===== src/rtl/flash_arb_pkg.sv =====
// Shared types and constants for the SPI / quad-SPI flash bus arbiter.
package flash_arb_pkg;

  typedef enum logic [1:0] {
    ST_IDLE  = 2'd0,
    ST_OWN_A = 2'd1,
    ST_OWN_B = 2'd2,
    ST_GAP   = 2'd3
  } arb_state_e;

  localparam logic [1:0] OWNER_NONE = 2'b00;
  localparam logic [1:0] OWNER_A    = 2'b01;
  localparam logic [1:0] OWNER_B    = 2'b10;

  // WP and HOLD must stay deasserted (high) while the single-bit requester owns the flash.
  localparam logic       WP_IDLE_DRIVE   = 1'b1;
  localparam logic       HOLD_IDLE_DRIVE = 1'b1;
  localparam logic [3:0] A_DQ_OE         = 4'b1101;

  function automatic logic [1:0] owner_of(input arb_state_e st);
    case (st)
      ST_OWN_A: owner_of = OWNER_A;
      ST_OWN_B: owner_of = OWNER_B;
      default:  owner_of = OWNER_NONE;
    endcase
  endfunction

endpackage


===== src/rtl/flash_arb_pinmux.sv =====
// Combinational steering of the flash pins to whichever requester the arbiter state names.
module flash_arb_pinmux
  import flash_arb_pkg::*;
(
  input  arb_state_e state_i,
  input  logic       a_cs_n_i,
  input  logic       a_sck_i,
  input  logic       a_mosi_i,
  input  logic       b_ncs_i,
  input  logic       b_dclk_i,
  input  logic [3:0] b_dataout_i,
  input  logic [3:0] b_dataoe_i,
  input  logic [3:0] flash_dq_in_i,
  output logic       flash_cs_n_o,
  output logic       flash_sck_o,
  output logic [3:0] flash_dq_out_o,
  output logic [3:0] flash_dq_oe_o,
  output logic       a_miso_o,
  output logic [3:0] b_datain_o
);

  always_comb begin
    flash_cs_n_o   = 1'b1;
    flash_sck_o    = 1'b0;
    flash_dq_out_o = 4'b0000;
    flash_dq_oe_o  = 4'b0000;
    a_miso_o       = 1'b0;
    b_datain_o     = 4'b0000;
    case (state_i)
      ST_OWN_A: begin
        flash_cs_n_o   = a_cs_n_i;
        flash_sck_o    = a_sck_i;
        flash_dq_out_o = {HOLD_IDLE_DRIVE, WP_IDLE_DRIVE, 1'b0, a_mosi_i};
        flash_dq_oe_o  = A_DQ_OE;
        a_miso_o       = flash_dq_in_i[1];
      end
      ST_OWN_B: begin
        flash_cs_n_o   = b_ncs_i;
        flash_sck_o    = b_dclk_i;
        flash_dq_out_o = b_dataout_i;
        flash_dq_oe_o  = b_dataoe_i;
        b_datain_o     = flash_dq_in_i;
      end
      default: ;
    endcase
  end

endmodule


===== src/rtl/flash_bus_arbiter.sv =====
// Two-requester flash bus arbiter: SPI requester A, quad-SPI requester B, with a
// chip-select-high gap between owners and revocation of an owner that idles while the other waits.
//   state    | meaning
//   ST_IDLE  | no owner, pins parked, next request granted on the following edge
//   ST_OWN_A | requester A drives the flash
//   ST_OWN_B | requester B drives the flash
//   ST_GAP   | pins parked for pGAP_CYCLES cycles before the next grant
module flash_bus_arbiter
  import flash_arb_pkg::*;
#(
  parameter int pGAP_CYCLES = 2,
  parameter int pIDLE_LIMIT = 256
) (
  input  logic       iCLK,
  input  logic       iRESETn,
  input  logic       iA_REQ,
  output logic       oA_GNT,
  input  logic       iA_CS_N,
  input  logic       iA_SCK,
  input  logic       iA_MOSI,
  output logic       oA_MISO,
  input  logic       iB_REQ,
  output logic       oB_GNT,
  input  logic       iB_NCS,
  input  logic       iB_DCLK,
  input  logic [3:0] iB_DATAOUT,
  input  logic [3:0] iB_DATAOE,
  output logic [3:0] oB_DATAIN,
  output logic       oFLASH_CS_N,
  output logic       oFLASH_SCK,
  output logic [3:0] oFLASH_DQ_OUT,
  output logic [3:0] oFLASH_DQ_OE,
  input  logic [3:0] iFLASH_DQ_IN,
  output logic [1:0] oOWNER,
  output logic       oVIOL
);

  localparam bit REVOKE_EN = (pIDLE_LIMIT > 0);
  localparam int CNT_W     = REVOKE_EN ? $clog2(pIDLE_LIMIT + 1) : 1;
  localparam int GAP_W     = (pGAP_CYCLES > 1) ? $clog2(pGAP_CYCLES + 1) : 1;

  localparam logic [CNT_W-1:0] IDLE_MAX  = CNT_W'(pIDLE_LIMIT);
  localparam logic [CNT_W-1:0] IDLE_LAST = CNT_W'(pIDLE_LIMIT - 1);
  localparam logic [GAP_W-1:0] GAP_LOAD  = GAP_W'(pGAP_CYCLES - 1);

  arb_state_e       state_q, state_d;
  logic [CNT_W-1:0] idle_cnt_q, idle_cnt_d;
  logic [GAP_W-1:0] gap_cnt_q, gap_cnt_d;
  logic             last_b_q, last_b_d;
  logic             viol_q, viol_d;
  logic             a_cs_n_prev_q, b_ncs_prev_q;

  logic owner_cs_n, other_req, idle_wait, revoke;
  logic a_cs_fall, b_cs_fall;

  always_ff @(posedge iCLK or negedge iRESETn) begin
    if (!iRESETn) begin
      state_q       <= ST_IDLE;
      idle_cnt_q    <= '0;
      gap_cnt_q     <= '0;
      last_b_q      <= 1'b1;
      viol_q        <= 1'b0;
      a_cs_n_prev_q <= 1'b1;
      b_ncs_prev_q  <= 1'b1;
    end else begin
      state_q       <= state_d;
      idle_cnt_q    <= idle_cnt_d;
      gap_cnt_q     <= gap_cnt_d;
      last_b_q      <= last_b_d;
      viol_q        <= viol_d;
      a_cs_n_prev_q <= iA_CS_N;
      b_ncs_prev_q  <= iB_NCS;
    end
  end

  always_comb begin
    owner_cs_n = 1'b1;
    other_req  = 1'b0;
    if (state_q == ST_OWN_A) begin
      owner_cs_n = iA_CS_N;
      other_req  = iB_REQ;
    end else if (state_q == ST_OWN_B) begin
      owner_cs_n = iB_NCS;
      other_req  = iA_REQ;
    end
    idle_wait = REVOKE_EN && owner_cs_n && other_req;
    revoke    = idle_wait && (idle_cnt_q == IDLE_LAST);
  end

  // A chip-select falling while its requester does not own the bus is flagged once.
  assign a_cs_fall = a_cs_n_prev_q && !iA_CS_N && (state_q != ST_OWN_A);
  assign b_cs_fall = b_ncs_prev_q  && !iB_NCS  && (state_q != ST_OWN_B);

  always_comb begin
    state_d    = state_q;
    idle_cnt_d = '0;
    gap_cnt_d  = gap_cnt_q;
    last_b_d   = last_b_q;
    viol_d     = a_cs_fall || b_cs_fall;

    case (state_q)
      ST_IDLE: begin
        if (iA_REQ && (!iB_REQ || last_b_q)) begin
          state_d  = ST_OWN_A;
          last_b_d = 1'b0;
        end else if (iB_REQ) begin
          state_d  = ST_OWN_B;
          last_b_d = 1'b1;
        end
      end
      ST_OWN_A, ST_OWN_B: begin
        if (idle_wait) begin
          idle_cnt_d = (idle_cnt_q == IDLE_MAX) ? idle_cnt_q : idle_cnt_q + 1'b1;
        end
        if (owner_cs_n && !((state_q == ST_OWN_A) ? iA_REQ : iB_REQ)) begin
          state_d = ST_GAP;
        end else if (revoke) begin
          state_d = ST_GAP;
          viol_d  = 1'b1;
        end
      end
      ST_GAP: begin
        if (gap_cnt_q == '0) state_d = ST_IDLE;
        else                 gap_cnt_d = gap_cnt_q - 1'b1;
      end
      default: state_d = ST_IDLE;
    endcase

    if (state_d != state_q) idle_cnt_d = '0;
    if (state_d == ST_GAP && state_q != ST_GAP) gap_cnt_d = GAP_LOAD;
  end

  assign oA_GNT = (state_q == ST_OWN_A);
  assign oB_GNT = (state_q == ST_OWN_B);
  assign oOWNER = owner_of(state_q);
  assign oVIOL  = viol_q;

  flash_arb_pinmux u_pinmux (
    .state_i        (state_q),
    .a_cs_n_i       (iA_CS_N),
    .a_sck_i        (iA_SCK),
    .a_mosi_i       (iA_MOSI),
    .b_ncs_i        (iB_NCS),
    .b_dclk_i       (iB_DCLK),
    .b_dataout_i    (iB_DATAOUT),
    .b_dataoe_i     (iB_DATAOE),
    .flash_dq_in_i  (iFLASH_DQ_IN),
    .flash_cs_n_o   (oFLASH_CS_N),
    .flash_sck_o    (oFLASH_SCK),
    .flash_dq_out_o (oFLASH_DQ_OUT),
    .flash_dq_oe_o  (oFLASH_DQ_OE),
    .a_miso_o       (oA_MISO),
    .b_datain_o     (oB_DATAIN)
  );

endmodule


===== config.mk =====
export PLATFORM = sky130hd
export DESIGN_NAME = flash_bus_arbiter
export DESIGN_NICKNAME = d
export VERILOG_FILES = /design/src/rtl/flash_arb_pkg.sv /design/src/rtl/flash_arb_pinmux.sv /design/src/rtl/flash_bus_arbiter.sv
export SDC_FILE = /design/constraint.sdc
export NUM_CORES = 1
export LEC_CHECK = 0
export ABC_CLOCK_PERIOD_IN_PS = 3300
export CAP_MARGIN = 20
export CELL_PAD_IN_SITES_DETAIL_PLACEMENT = 0
export CELL_PAD_IN_SITES_GLOBAL_PLACEMENT = 1
export CORE_MARGIN = 2
export CORE_UTILIZATION = 28
export CTS_BUF_LIST = sky130_fd_sc_hd__clkbuf_2 sky130_fd_sc_hd__clkbuf_4 sky130_fd_sc_hd__clkbuf_8
export DETAILED_ROUTE_END_ITERATION = 7
export PLACE_DENSITY_LB_ADDON = 0.1
export SLEW_MARGIN = 20
export SYNTH_ARGS = -nofsm -noshare
export SYNTH_HDL_FRONTEND = slang
export SYNTH_SLANG_ARGS = --single-unit
export TNS_END_PERCENT = 20

===== constraint.sdc =====
create_clock -name iCLK -period 3.3 [get_ports iCLK]
set_input_delay 0.33 -clock iCLK [delete_from_list [all_inputs] [get_ports iCLK]]
set_output_delay 0.33 -clock iCLK [all_outputs]
set_load 0.01 [all_outputs]

# --- After elaboration in Yosys (flattened, before gate mapping) ---
# Index checks and enable logic that the tools add are counted.
# W data, S select, Z words.
word_totals:
  regBits: 17
  input_bits: 21
  out_inout_bits: 20
  wordCells: 73
op_classes:
  add_sub_neg: 2
  n_eq_ne: 12
  n_mux: 30
  reduce_logical: 22
op_table:
  columns: ["op", "count"]
  rows:
  - ["$mux W9", 4]
  - ["$mux W2", 8]
  - ["$pmux W4 S2", 2]
  - ["$mux W1", 11]
  - ["$add A9 B1 Y9 const B", 1]
  - ["$eq A9 B8 Y1 const B", 1]
  - ["$eq A9 B9 Y1 const B", 1]
  - ["$logic_and A1 B1 Y1", 9]
  - ["$eq A2 B2 Y1 const B", 3]
  - ["$pmux W2 S3", 1]
  - ["$logic_not A1 Y1", 4]
  - ["$logic_not A2 Y1", 2]
  - ["$mux W4", 1]
  - ["$ne A2 B1 Y1 const B", 2]
  - ["$ne A2 B2 Y1 const B", 2]
  - ["$ne A4 B4 Y1 const B", 1]
  - ["$pmux W1 S2", 2]
  - ["$pmux W2 S2", 1]
  - ["$reduce_and A2 Y1", 2]
  - ["$reduce_bool A2 Y1", 2]
  - ["$eq A2 B1 Y1 const B", 1]
  - ["$logic_or A1 B1 Y1", 2]
  - ["$ne A2 B2 Y1", 1]
  - ["$reduce_or A2 Y1", 1]
  - ["$sub A2 B1 Y2 const B", 1]

# --- Logic depth before layout (Yosys ltp) ---
# Gate-level depths: netlist (run 1).
depth:
  word_depth: 12
  ltp_mapped: 7
  depth_no_buf: 7

# --- Hierarchy ---
# A second synthesis (run 1) with hierarchy kept.
hier_totals:
  hier_cells: 146
  area_unflattened_um2: 1305.0
by_module_without_submodules:
  columns: ["mod", "n_inst", "cells_per_inst", "area_per_inst_um2"]
  rows:
  - ["flash_bus_arbiter", 1, 117, 1127.3]
  - ["flash_arb_pinmux", 1, 29, 177.7]

# --- Least setup slack after synthesis (run 1) ---
# Ideal clock, no wire load.
synth_path:
  kind: "flip-flop to flip-flop"
  start: "reg state_q[0]"
  end: "reg gap_cnt_q[0]"
  setup_time_ns: 0.104
  arrival_ns: 1.764
  path_slack_ns: 1.432
  path_stages_with_launch: 7
  n_path_buf: 0
  synth_period_minus_slack_ns: 1.868
  path_cell_list: "dfrtp_1 -> inv_1 -> ha_1 -> and4b_1 -> o21ai_1 -> and4_1 -> o41ai_2"
synth_between:
  elab_chain_cells: 12
  word_cells_on_any_way: 27
  cone_classes: "eq/ne (6); mux (12); reduce/logical (9)"
synth_lines:
  columns: ["element", "line_no", "rtl"]
  rows:
  - ["start, declared", "flash_bus_arbiter.sv:46", "arb_state_e state_q, state_d;"]
  - ["start signal, assigned", "flash_bus_arbiter.sv:66", "state_q <= state_d;"]
  - ["$eq A2 B2 Y1 *", null, null]
  - ["via oB_GNT", "flash_bus_arbiter.sv:23", "output logic oB_GNT,"]
  - ["$mux W1", "flash_bus_arbiter.sv:82", "end else if (state_q == ST_OWN_B) begin"]
  - ["$mux W1", "flash_bus_arbiter.sv:79", "if (state_q == ST_OWN_A) begin"]
  - ["$logic_and A1 B1 Y1", "flash_bus_arbiter.sv:86", "idle_wait = REVOKE_EN && owner_cs_n && other_req;"]
  - ["$logic_and A1 B1 Y1", "flash_bus_arbiter.sv:87", "revoke = idle_wait && (idle_cnt_q == IDLE_LAST);"]
  - ["$mux W2", "flash_bus_arbiter.sv:117", "end else if (revoke) begin"]
  - ["$mux W2", "flash_bus_arbiter.sv:115", "if (owner_cs_n && !((state_q == ST_OWN_A) ? iA_REQ : iB_REQ)) begin"]
  - ["$pmux W2 S3 *", "flash_bus_arbiter.sv:101", "case (state_q)"]
  - ["$eq A2 B2 Y1 *", "flash_bus_arbiter.sv:130", "if (state_d == ST_GAP && state_q != ST_GAP) gap_cnt_d = GAP_LOAD;"]
  - ["$logic_and A1 B1 Y1 *", "flash_bus_arbiter.sv:130", null]
  - ["$ne A2 B1 Y1 (no line) / $reduce_bool A2 Y1 (equally long branches)", null, null]
  - ["$reduce_and A2 Y1 (no line)", null, null]
  - ["end signal, assigned", "flash_bus_arbiter.sv:68", "gap_cnt_q <= gap_cnt_d;"]
  - ["end, declared", "flash_bus_arbiter.sv:48", "logic [GAP_W-1:0] gap_cnt_q, gap_cnt_d;"]
# The timed path passes the listed nets; every way through them passes the cells marked *.
# A chain may end at the register's enable or synchronous reset.

# --- Worst setup path after layout (run 1) ---
layout_path:
  start: "reg state_q[1]"
  end: "out oFLASH_SCK"
layout_between:
  elab_chain_cells: 2
  word_cells_on_any_way: 3
  cone_classes: "eq/ne (2); mux (1)"
layout_lines:
  columns: ["element", "line_no", "rtl"]
  rows:
  - ["$eq A2 B2 Y1 / $eq A2 B1 Y1 (equally long branches)", "flash_arb_pinmux.sv:29", "case (state_i)"]
  - ["$pmux W1 S2 *", "flash_arb_pinmux.sv:29", null]
  - ["end, declared", "flash_bus_arbiter.sv:30", "output logic oFLASH_SCK,"]
# Every way passes the cells marked *; elsewhere a longest branch is shown, timed or not.

==> impl_metrics.env, run 1 <==
export IMPL_dp_cells=227
export IMPL_path_clk_slew_ns=0.07
export IMPL_fin_crit_sh=0.809
export IMPL_final_util=0.403
export IMPL_hpwl_um=2450
export IMPL_cts_htree_levels=1
export IMPL_cts_root_buffer="clkbuf_8"
export IMPL_clock_fmax_mhz=375
export IMPL_cts_hold_fix_buffers=0
export IMPL_ys_seq_area_frac=0.339
export IMPL_yosysMostFrequentCell="dfrtp_1"
export IMPL_port_buffers=40
export IMPL_final_cells=231
export IMPL_synth_commonest_cells="dfrtp_1 (14), a21oi_1 (10), ha_1 (10), nor2_1 (9)"
export IMPL_cts_buffers=3
export IMPL_fin_crit_ns=2.67
export IMPL_grt_max_degree=19
export IMPL_dpl_cell_area_um2=1710
export IMPL_relSlewSlack=0.450
export IMPL_crit_path_end_kind="output port"
export IMPL_cts_resized=0
export IMPL_whs_ns=0.548
export IMPL_drv_cap=0
export IMPL_io_pins=41
export IMPL_grt_pass1_vias=1165
export IMPL_worstPathMaxFanout=16
export IMPL_wire_per_inst_um=14.4
export IMPL_status="completed"
export IMPL_synth_largest_area_cell="dfrtp_1"
export IMPL_p_per_area_nw_per_um2=789
export IMPL_setup_tns_ns=0
export IMPL_grt_ovfl_total=0
export IMPL_clk_path_buf_depth=2
export IMPL_synthDistinctLibCells=42
export IMPL_track_usage=0.136
export IMPL_first_pass_iters=4
export IMPL_ir_drop_mv=0.336
export IMPL_yosysTopAreaCellShare=0.277
export IMPL_arrival_ns=2.34
export IMPL_diodes=0
export IMPL_fp_dieH_um=71.2
export IMPL_setup_viol=0
export IMPL_ys_warn_count=0
export IMPL_worstMarginPinSlew_ns=0.822
export IMPL_insertion_delay_ns=0.26
export IMPL_netlist_instances=139
export IMPL_drive_gt1_frac=0.0670
export IMPL_grt_pass1_wl_um=5510
export IMPL_synth_fp_nets=170
export IMPL_wl_met1_um=1520
export IMPL_report_final_hold_viol_count=0
export IMPL_clock_sinks=17
export IMPL_rsz0062_at_grt="no"
export IMPL_cts_tree="done"
export IMPL_routed_top_layer="met4"
export IMPL_fp_dieW_um=71.2
export IMPL_synthTopCellsByArea="dfrtp_1 (28%), ha_1 (9.9%), dfstp_2 (6.2%)"
export IMPL_rrSetupSlack_ns=0.95
export IMPL_avgSynthCellArea_um2=9.10
export IMPL_drv_slew=0
export IMPL_gp_congestion=0.802
export IMPL_cellLeakagePower_nw=0.685
export IMPL_holdCritPathClass="in2async"
export IMPL_netlist_area_um2=1260
export IMPL_vias_per_cell=5.16
export IMPL_drtIter0Drc=27
export IMPL_ys_async_sr_fraction=1.00
export IMPL_final_area_um2=1760
export IMPL_synth_ff_type="dfrtp_1"
export IMPL_via_count=1191
export IMPL_drtAntennaViolNets=0
export IMPL_wl_um=3320
export IMPL_nets=211
export IMPL_skew_ns=0.00784
export IMPL_wl_met2_um=1490
export IMPL_core_region_area_um2=4350
export IMPL_cts_setup_buffers=0
export IMPL_dieArea_um2=5070
export IMPL_drc=0
export IMPL_num_rows=24
export IMPL_area_growth_pct=38.9
export IMPL_start_util=0.291
export IMPL_ys_ff_latch=17
export IMPL_wl_met3_um=255
export IMPL_cp_start_kind="flip-flop"
export IMPL_cp_required_ns=2.97
export IMPL_crit_type="reg2out"
export IMPL_antenna_found_initial=0
export IMPL_synth_edf_count=0
[cells in the final DEF, fill, tap and decap left out, drive strengths merged, types with 2 or more instances in the layout]
cell type,netlist,layout
and2,8,8
dfstp,3,3
xnor2,4,4
clkbuf,3,4
nand2,5,5
inv,8,8
nor3,7,7
a22oi,4,4
clkdlybuf4s50,0,40
ha,10,10
a211oi,5,5
nand3,4,4
nor4b,2,2
nor2,9,9
nand2b,5,5
nand3b,3,3
dfrtp,14,14
nor2b,7,7
and3,2,2
o21ai,4,4
xor2,3,3
a32o,2,2
a21oi,10,10
[per-layer routing]
layer / vias up / track usage
li1: 578 / -
met1: 558 / 0.169
met2: 49 / 0.229
met3: 6 / 0.0352
met4: 0 / 0.0440
met5: - / 0
[cell families after synthesis]
logic type | after synthesis | synth area share
and+or+nand+nor | 58 | 0.264
AOI/OAI and AO/OA | 33 | 0.194
muxes | 1 | 0.00791
DFF | 17 | 0.339
buffers and inverters | 13 | 0.0475
adders and majority gates | 10 | 0.0989
xor gates and xnor gates | 7 | 0.0485
[power by group]
group / internal [mW] / total (mW) / switching [mW]
Clock: 0.0940 / 0.168 / 0.0739
Combinational: 0.457 / 0.920 / 0.463
Sequential: 0.253 / 0.298 / 0.0453
Total: 0.803 / 1.39 / 0.582
[flip-flops by register name, indices dropped and copies added (netlist names)]
signal,count
last_b_q,1
b_ncs_prev_q,1
gap_cnt_q,2
oVIOL,1
state_q,2
idle_cnt_q,9
a_cs_n_prev_q,1
[layout make-up]
class,count,area (µm²)
Clock buffer,4,48.8
Fill cell,423,2600
Inverter,8,30.0
Multi-Input combinational cell,109,776
Sequential cell,17,429
Tap cell,52,65.1
Timing Repair Buffer,41,408
[stage by stage]
step	worst slack [ns]	power [mW]
finish	0.630	1.39
global route	0.461	1.50
CTS	0.628	1.40
detailed placement	0.915	1.23
global placement	0.935	1.21
floorplan	1.43	0.855
[path summary, 6_finish.rpt]
kind / startpoint / to / cells after the start
worst min register to register: gap_cnt_q[0] / gap_cnt_q[0] / 2
worst max register to register: state_q[1] / gap_cnt_q[0] / 6
min in group iCLK: gap_cnt_q[0] / gap_cnt_q[0] / 2
worst max-delay path: state_q[1] / oFLASH_SCK / 5
worst min-delay path: iRESETn / idle_cnt_q[8] / 1
max in group asynchronous: iRESETn / idle_cnt_q[6] / 1
[critical path, cell delays in order, from the launching register on]
cell             delay, ns
dfrtp_1               0.46
inv_1                 0.22
ha_1                  0.54
a22oi_1               0.18
nor2b_1               0.14
clkdlybuf4s50_1       0.54
Power figures use the tool's default switching activity.
==> run 2, diff against run 1 <==
--- a/config.mk
+++ b/config.mk
@@ -5,7 +5,7 @@
 export SDC_FILE = /design/constraint.sdc
 export NUM_CORES = 1
 export LEC_CHECK = 0
-export ABC_CLOCK_PERIOD_IN_PS = 3300
+export ABC_CLOCK_PERIOD_IN_PS = 2400
 export CAP_MARGIN = 20
 export CELL_PAD_IN_SITES_DETAIL_PLACEMENT = 0
 export CELL_PAD_IN_SITES_GLOBAL_PLACEMENT = 1
==> constraint.sdc (replaced) <==
create_clock -name iCLK -period 2.4 [get_ports iCLK]
set_input_delay 0.24 -clock iCLK [delete_from_list [all_inputs] [get_ports iCLK]]
set_output_delay 0.24 -clock iCLK [all_outputs]
set_load 0.01 [all_outputs]
==> run 2 against run 1 <==
Against the previous run: via count down 0.34%; register-to-register slack got worse by 0.57 ns; clock skew down 0.0066 ns; final area rose by 2.2%; non-clock buffer count is 5 higher; cell count grew 2.2%; clock-buffer cell count shrank 1; flip-flop and latch count is the same; power is 40% higher; worst hold slack got worse by 0.23 ns; critical endpoint is now oFLASH_DQ_OUT[0]; utilization increased by 0.89 points; combinational power up 42%.
==> impl_metrics.env, run 2 (same netlist as run 1, synthesis figures left out) <==
export IMPL_num_rows=24
export IMPL_largest_register="idle_cnt_q"
export IMPL_holdCritPathClass="in2async"
export IMPL_cts_buffers=3
export IMPL_rsz0062_at_grt="no"
export IMPL_largestRegisters="idle_cnt_q x9, gap_cnt_q x2, state_q x2"
export IMPL_fp_dieW_um=71.2
export IMPL_nets=216
export IMPL_clock_sinks=17
export IMPL_crit_path_end_kind="output port"
export IMPL_drv_cap=0
export IMPL_port_buffers=40
export IMPL_clk_path_buf_depth=2
export IMPL_cellLeakagePower_nw=0.706
export IMPL_gp_congestion=0.837
export IMPL_final_util=0.412
export IMPL_wl_um=3200
export IMPL_slowest_delay_ns=0.55
export IMPL_grt_pass1_wl_um=5450
export IMPL_diodes=0
export IMPL_via_count=1187
export IMPL_track_usage=0.134
export IMPL_drtIter0Drc=37
export IMPL_cp_num_cells=6
export IMPL_cp_start_kind="flip-flop"
export IMPL_path_cells="inv_2 > ha_1 > buf_4 > a22oi_1 > nor2b_1 > clkdlybuf4s50_1"
export IMPL_fp_dieH_um=71.2
export IMPL_rr_worst_depth=7
export IMPL_largest_register_ffs=9
export IMPL_fill_cells=459
export IMPL_cpMaxStageDelayCell="clkdlybuf4s50_1"
export IMPL_worstMarginPinSlew_ns=0.733
export IMPL_critPathTopFamily="buffers and inverters"
export IMPL_antenna_found_initial=0
export IMPL_crit_type="reg2out"
export IMPL_path_clk_slew_ns=0.07
export IMPL_wire_per_inst_um=13.6
export IMPL_setup_viol=0
export IMPL_report_final_hold_viol_count=0
export IMPL_layout_common_cells="clkdlybuf4s50_1 (40), dfrtp_1 (13), a21oi_1 (10)"
export IMPL_vias_per_cell=5.03
export IMPL_cts_tree="done"
export IMPL_cp_required_ns=2.16
export IMPL_drc=0
export IMPL_dieArea_um2=5070
export IMPL_first_pass_iters=4
export IMPL_skew_ns=0.00126
export IMPL_ir_drop_mv=0.359
export IMPL_hpwl_um=2350
export IMPL_drive_gt1_frac=0.109
export IMPL_mostFrequentLayoutCell="clkdlybuf4s50_1"
export IMPL_grt_ovfl_total=0
export IMPL_whs_ns=0.319
export IMPL_finalPower_mw=1.93
export IMPL_worstPathMaxFanout=18
export IMPL_drtAntennaViolNets=0
export IMPL_grt_pass1_vias=1167
export IMPL_drv_slew=0
export IMPL_fin_crit_ns=2.20
export IMPL_arrival_ns=1.96
export IMPL_area_growth_pct=41.9
export IMPL_setup_tns_ns=0
export IMPL_cts_htree_levels=1
export IMPL_insertion_delay_ns=0.26
export IMPL_grt_max_degree=19
export IMPL_io_pins=41
export IMPL_p_per_area_nw_per_um2=1080
export IMPL_clock_fmax_mhz=454
export IMPL_fin_crit_sh=0.918
export IMPL_core_region_area_um2=4350
export IMPL_start_util=0.291
export IMPL_critPathBufInv=3
export IMPL_status="completed"
export IMPL_cts_setup_buffers=0
export IMPL_relSlewSlack=0.512
export IMPL_cts_root_buffer="clkbuf_8"
run 2: power breakdown:
part	leakage [nW]	internal (mW)	switching, mW	total, mW
registers	0.217	0.349	0.0472	0.396
logic	0.463	0.671	0.642	1.31
clock network	0.0255	0.116	0.109	0.224
total	0.706	1.14	0.798	1.93
run 2: layer usage:
metal / up-vias / track usage / part of all wire
met5: - / 0 / 0
met4: 0 / 0.0587 / 0.014
met3: 5 / 0.0366 / 0.076
met2: 43 / 0.219 / 0.46
met1: 549 / 0.166 / 0.45
li1: 590 / - / -
run 2: worst register-to-register path, delay by kind of cell (launching register included):
kind,cells,cell delay (ns)
adders and majority gates,1,0.16
buffers and inverters,2,0.32
DFF,1,0.47
and+or+nand+nor,2,0.49
AOI/OAI and AO/OA,2,0.49
run 2: final timing paths:
path                         startpoint          endpoint  slack, ns
max reg2reg                  state_q[0]      gap_cnt_q[0]       0.38
max                          state_q[0]  oFLASH_DQ_OUT[0]       0.20
min in group iCLK                iB_NCS      b_ncs_prev_q       0.49
min                             iRESETn             oVIOL       0.32
max in group asynchronous       iRESETn          last_b_q       1.82
min reg2reg                gap_cnt_q[0]      gap_cnt_q[0]       0.55
run 2: what timing repair did:
action                                  CTS  global route
endpoints found under the hold margin     0             0
hold buffers                              0             0
cloned                                    0             0
resized for setup                         1             2
endpoints found under the setup margin    1             8
run 2: cell type report:
cell class / count / area [µm²] / share of cell area
inverters: 8 / 30.0 / 0.0167
multi-input cells: 109 / 778 / 0.433
flip-flops and latches: 17 / 430 / 0.240
repair buffers: 46 / 445 / 0.248
well taps: 52 / 65.1 / 0.0362
clock buffers: 3 / 41.3 / 0.0230
clock inverters: 1 / 5.00 / 0.00279
run 2: stage by stage:
| stage | setup slack, ns | instances | cell area [µm²] |
|---|---|---|---|
| 6_report | 0.196 | 236 | 1800 |
| 4_1_cts | 0.0527 | 236 | 1790 |
| 3_5_place_dp | 0.256 | 232 | 1750 |
| 3_3_place_gp | 0.317 | 232 | 1750 |
| 2_1_floorplan | 0.532 | 139 | 1260 |
| 5_1_grt | 0.0516 | 236 | 1800 |
==> run 3, diff against run 2 <==
==> constraint.sdc (replaced) <==
create_clock -name iCLK -period 2.4 [get_ports iCLK]
set_input_delay 0.24 -clock iCLK [delete_from_list [all_inputs] [get_ports iCLK]]
set_output_delay 0.24 -clock iCLK [all_outputs]
set_load 0.05 [all_outputs]
==> run 3 against run 2 <==
Against the previous run: cell count down 0.42%; final area up 7.6%; die area unchanged; largest power group unchanged; largest cell class unchanged; critical endpoint is now oFLASH_DQ_OE[0]; utilization up 3.1 points; maximum frequency up 0.72%; worst hold slack better by 0.15 ns; via count down 1.0%.
==> impl_metrics.env, run 3 (same netlist as run 1, synthesis figures left out) <==
export IMPL_status="completed"
export IMPL_antenna_found_initial=0
export IMPL_cp_start_kind="flip-flop"
export IMPL_fp_dieH_um=71.2
export IMPL_insertion_delay_ns=0.25
export IMPL_core_region_area_um2=4350
export IMPL_grt_pass1_wl_um=5490
export IMPL_drv_slew=0
export IMPL_first_pass_iters=4
export IMPL_cts_tree="done"
export IMPL_arrival_ns=1.95
export IMPL_relSlewSlack=0.438
export IMPL_io_pins=41
export IMPL_largest_register_ffs=9
export IMPL_p_per_area_nw_per_um2=1430
export IMPL_diodes=0
export IMPL_setup_viol=0
export IMPL_vias_per_cell=5.00
export IMPL_start_util=0.291
export IMPL_drv_cap=0
export IMPL_holdCritPathClass="in2async"
export IMPL_final_util=0.444
export IMPL_grt_ovfl_total=0
export IMPL_clk_path_buf_depth=2
export IMPL_ir_drop_mv=0.554
export IMPL_crit_type="reg2out"
export IMPL_largestRegisters="idle_cnt_q x9, gap_cnt_q x2, state_q x2"
export IMPL_num_rows=24
export IMPL_cts_buffers=3
export IMPL_worst_slack_ns=0.211
export IMPL_fill_cells=435
export IMPL_cts_setup_buffers=0
export IMPL_finalPower_mw=2.76
export IMPL_clock_sinks=17
export IMPL_rsz0062_at_grt="no"
export IMPL_multi_input_area_um2=778
export IMPL_fin_crit_sh=0.912
export IMPL_cts_resized=0
export IMPL_crit_path_end_kind="output port"
export IMPL_path_clk_slew_ns=0.07
export IMPL_nets=215
export IMPL_drtIter0Drc=26
export IMPL_largest_register="idle_cnt_q"
export IMPL_place_ws_ns=0.346
export IMPL_wl_um=3270
export IMPL_final_seq_area_um2=429
export IMPL_fp_dieW_um=71.2
export IMPL_fin_crit_ns=2.19
export IMPL_hpwl_um=2470
export IMPL_grt_pass1_vias=1141
export IMPL_track_usage=0.134
export IMPL_cp_required_ns=2.16
export IMPL_cts_hold_fix_buffers=0
export IMPL_cts_root_buffer="clkbuf_8"
export IMPL_drtAntennaViolNets=0
export IMPL_cellLeakagePower_nw=0.785
export IMPL_clock_fmax_mhz=457
export IMPL_skew_ns=0.00253
export IMPL_layout_common_cells="clkdlybuf4s50_1 (22), buf_12 (15), dfrtp_1 (14)"
export IMPL_cts_htree_levels=1
export IMPL_drive_gt1_frac=0.191
export IMPL_grt_max_degree=18
export IMPL_gp_congestion=0.732
export IMPL_via_count=1175
export IMPL_worstMarginPinSlew_ns=0.840
export IMPL_wire_per_inst_um=13.9
export IMPL_worstPathMaxFanout=11
export IMPL_dieArea_um2=5070
export IMPL_mostFrequentLayoutCell="clkdlybuf4s50_1"
export IMPL_drc=0
export IMPL_report_final_hold_viol_count=0
export IMPL_area_growth_pct=52.7
export IMPL_port_buffers=40
## run 3: cell count changes in the layout (fill, tap and decap cells not counted)
| cell | before | now |
|---|---|---|
| clkdlybuf4s50_1 | 40 | 22 |
| clkinv_2 | 1 | 0 |
| dfrtp_2 | 1 | 0 |
| dfrtp_1 | 13 | 14 |
| inv_2 | 1 | 0 |
| nor2b_1 | 7 | 6 |
| ha_1 | 9 | 10 |
| nor2b_2 | 0 | 1 |
| inv_1 | 7 | 8 |
| buf_4 | 6 | 8 |
| buf_12 | 0 | 15 |
| clkbuf_4 | 0 | 1 |
| ha_2 | 1 | 0 |
## run 3: worst max-delay path, cell delays in order, from the launching register on
cell and delay [ns]:
dfrtp_1 0.48, inv_1 0.19, ha_1 0.36, buf_4 0.23, a21oi_1 0.07, nor2b_1 0.20
buf_12 0.17
## run 3: layer usage
layer,part of all wire,wire (µm),global-route usage,vias to the layer above
li1,-,-,-,586
met1,0.47,1550,0.182,545
met2,0.45,1460,0.218,40
met3,0.070,229,0.0309,4
met4,0.0083,27,0.0314,0
met5,0,0,0,-
## run 3: through the flow
stage / setup TNS, ns / hold WS, ns / cells / instance area (µm²)
after global routing: 0 / 0.526 / 235 / 1930
after floorplan: -0.649 / -0.0556 / 139 / 1270
final: 0 / 0.472 / 235 / 1930
after CTS: 0 / 0.490 / 235 / 1930
after global placement: 0 / 0.528 / 231 / 1880
after detailed placement: 0 / 0.546 / 231 / 1880
## run 3: worst paths after layout
check                                 from         endpoint  slack (ns)  depth (start not counted)
worst max-delay path            state_q[0]  oFLASH_DQ_OE[0]        0.21                          6
worst min-delay path               iRESETn    idle_cnt_q[6]        0.47                          1
worst max register to register  state_q[0]    idle_cnt_q[8]        0.27                          7
worst min register to register    last_b_q         last_b_q        0.56                          2
max in group asynchronous          iRESETn    idle_cnt_q[2]        1.41                          1
min in group iCLK                   iB_NCS     b_ncs_prev_q        0.51                          1
## run 3: final cells by class
type / count / area share
inverters: 8 / 0.0155
well taps: 52 / 0.0337
repair buffers: 45 / 0.301
flip-flops and latches: 17 / 0.222
clock buffers: 4 / 0.0253
multi-input cells: 109 / 0.403
## run 3: power breakdown
part,switching [mW],internal (mW)
combinational,1.21,0.918
clock,0.0955,0.129
sequential,0.0619,0.347
total,1.37,1.39
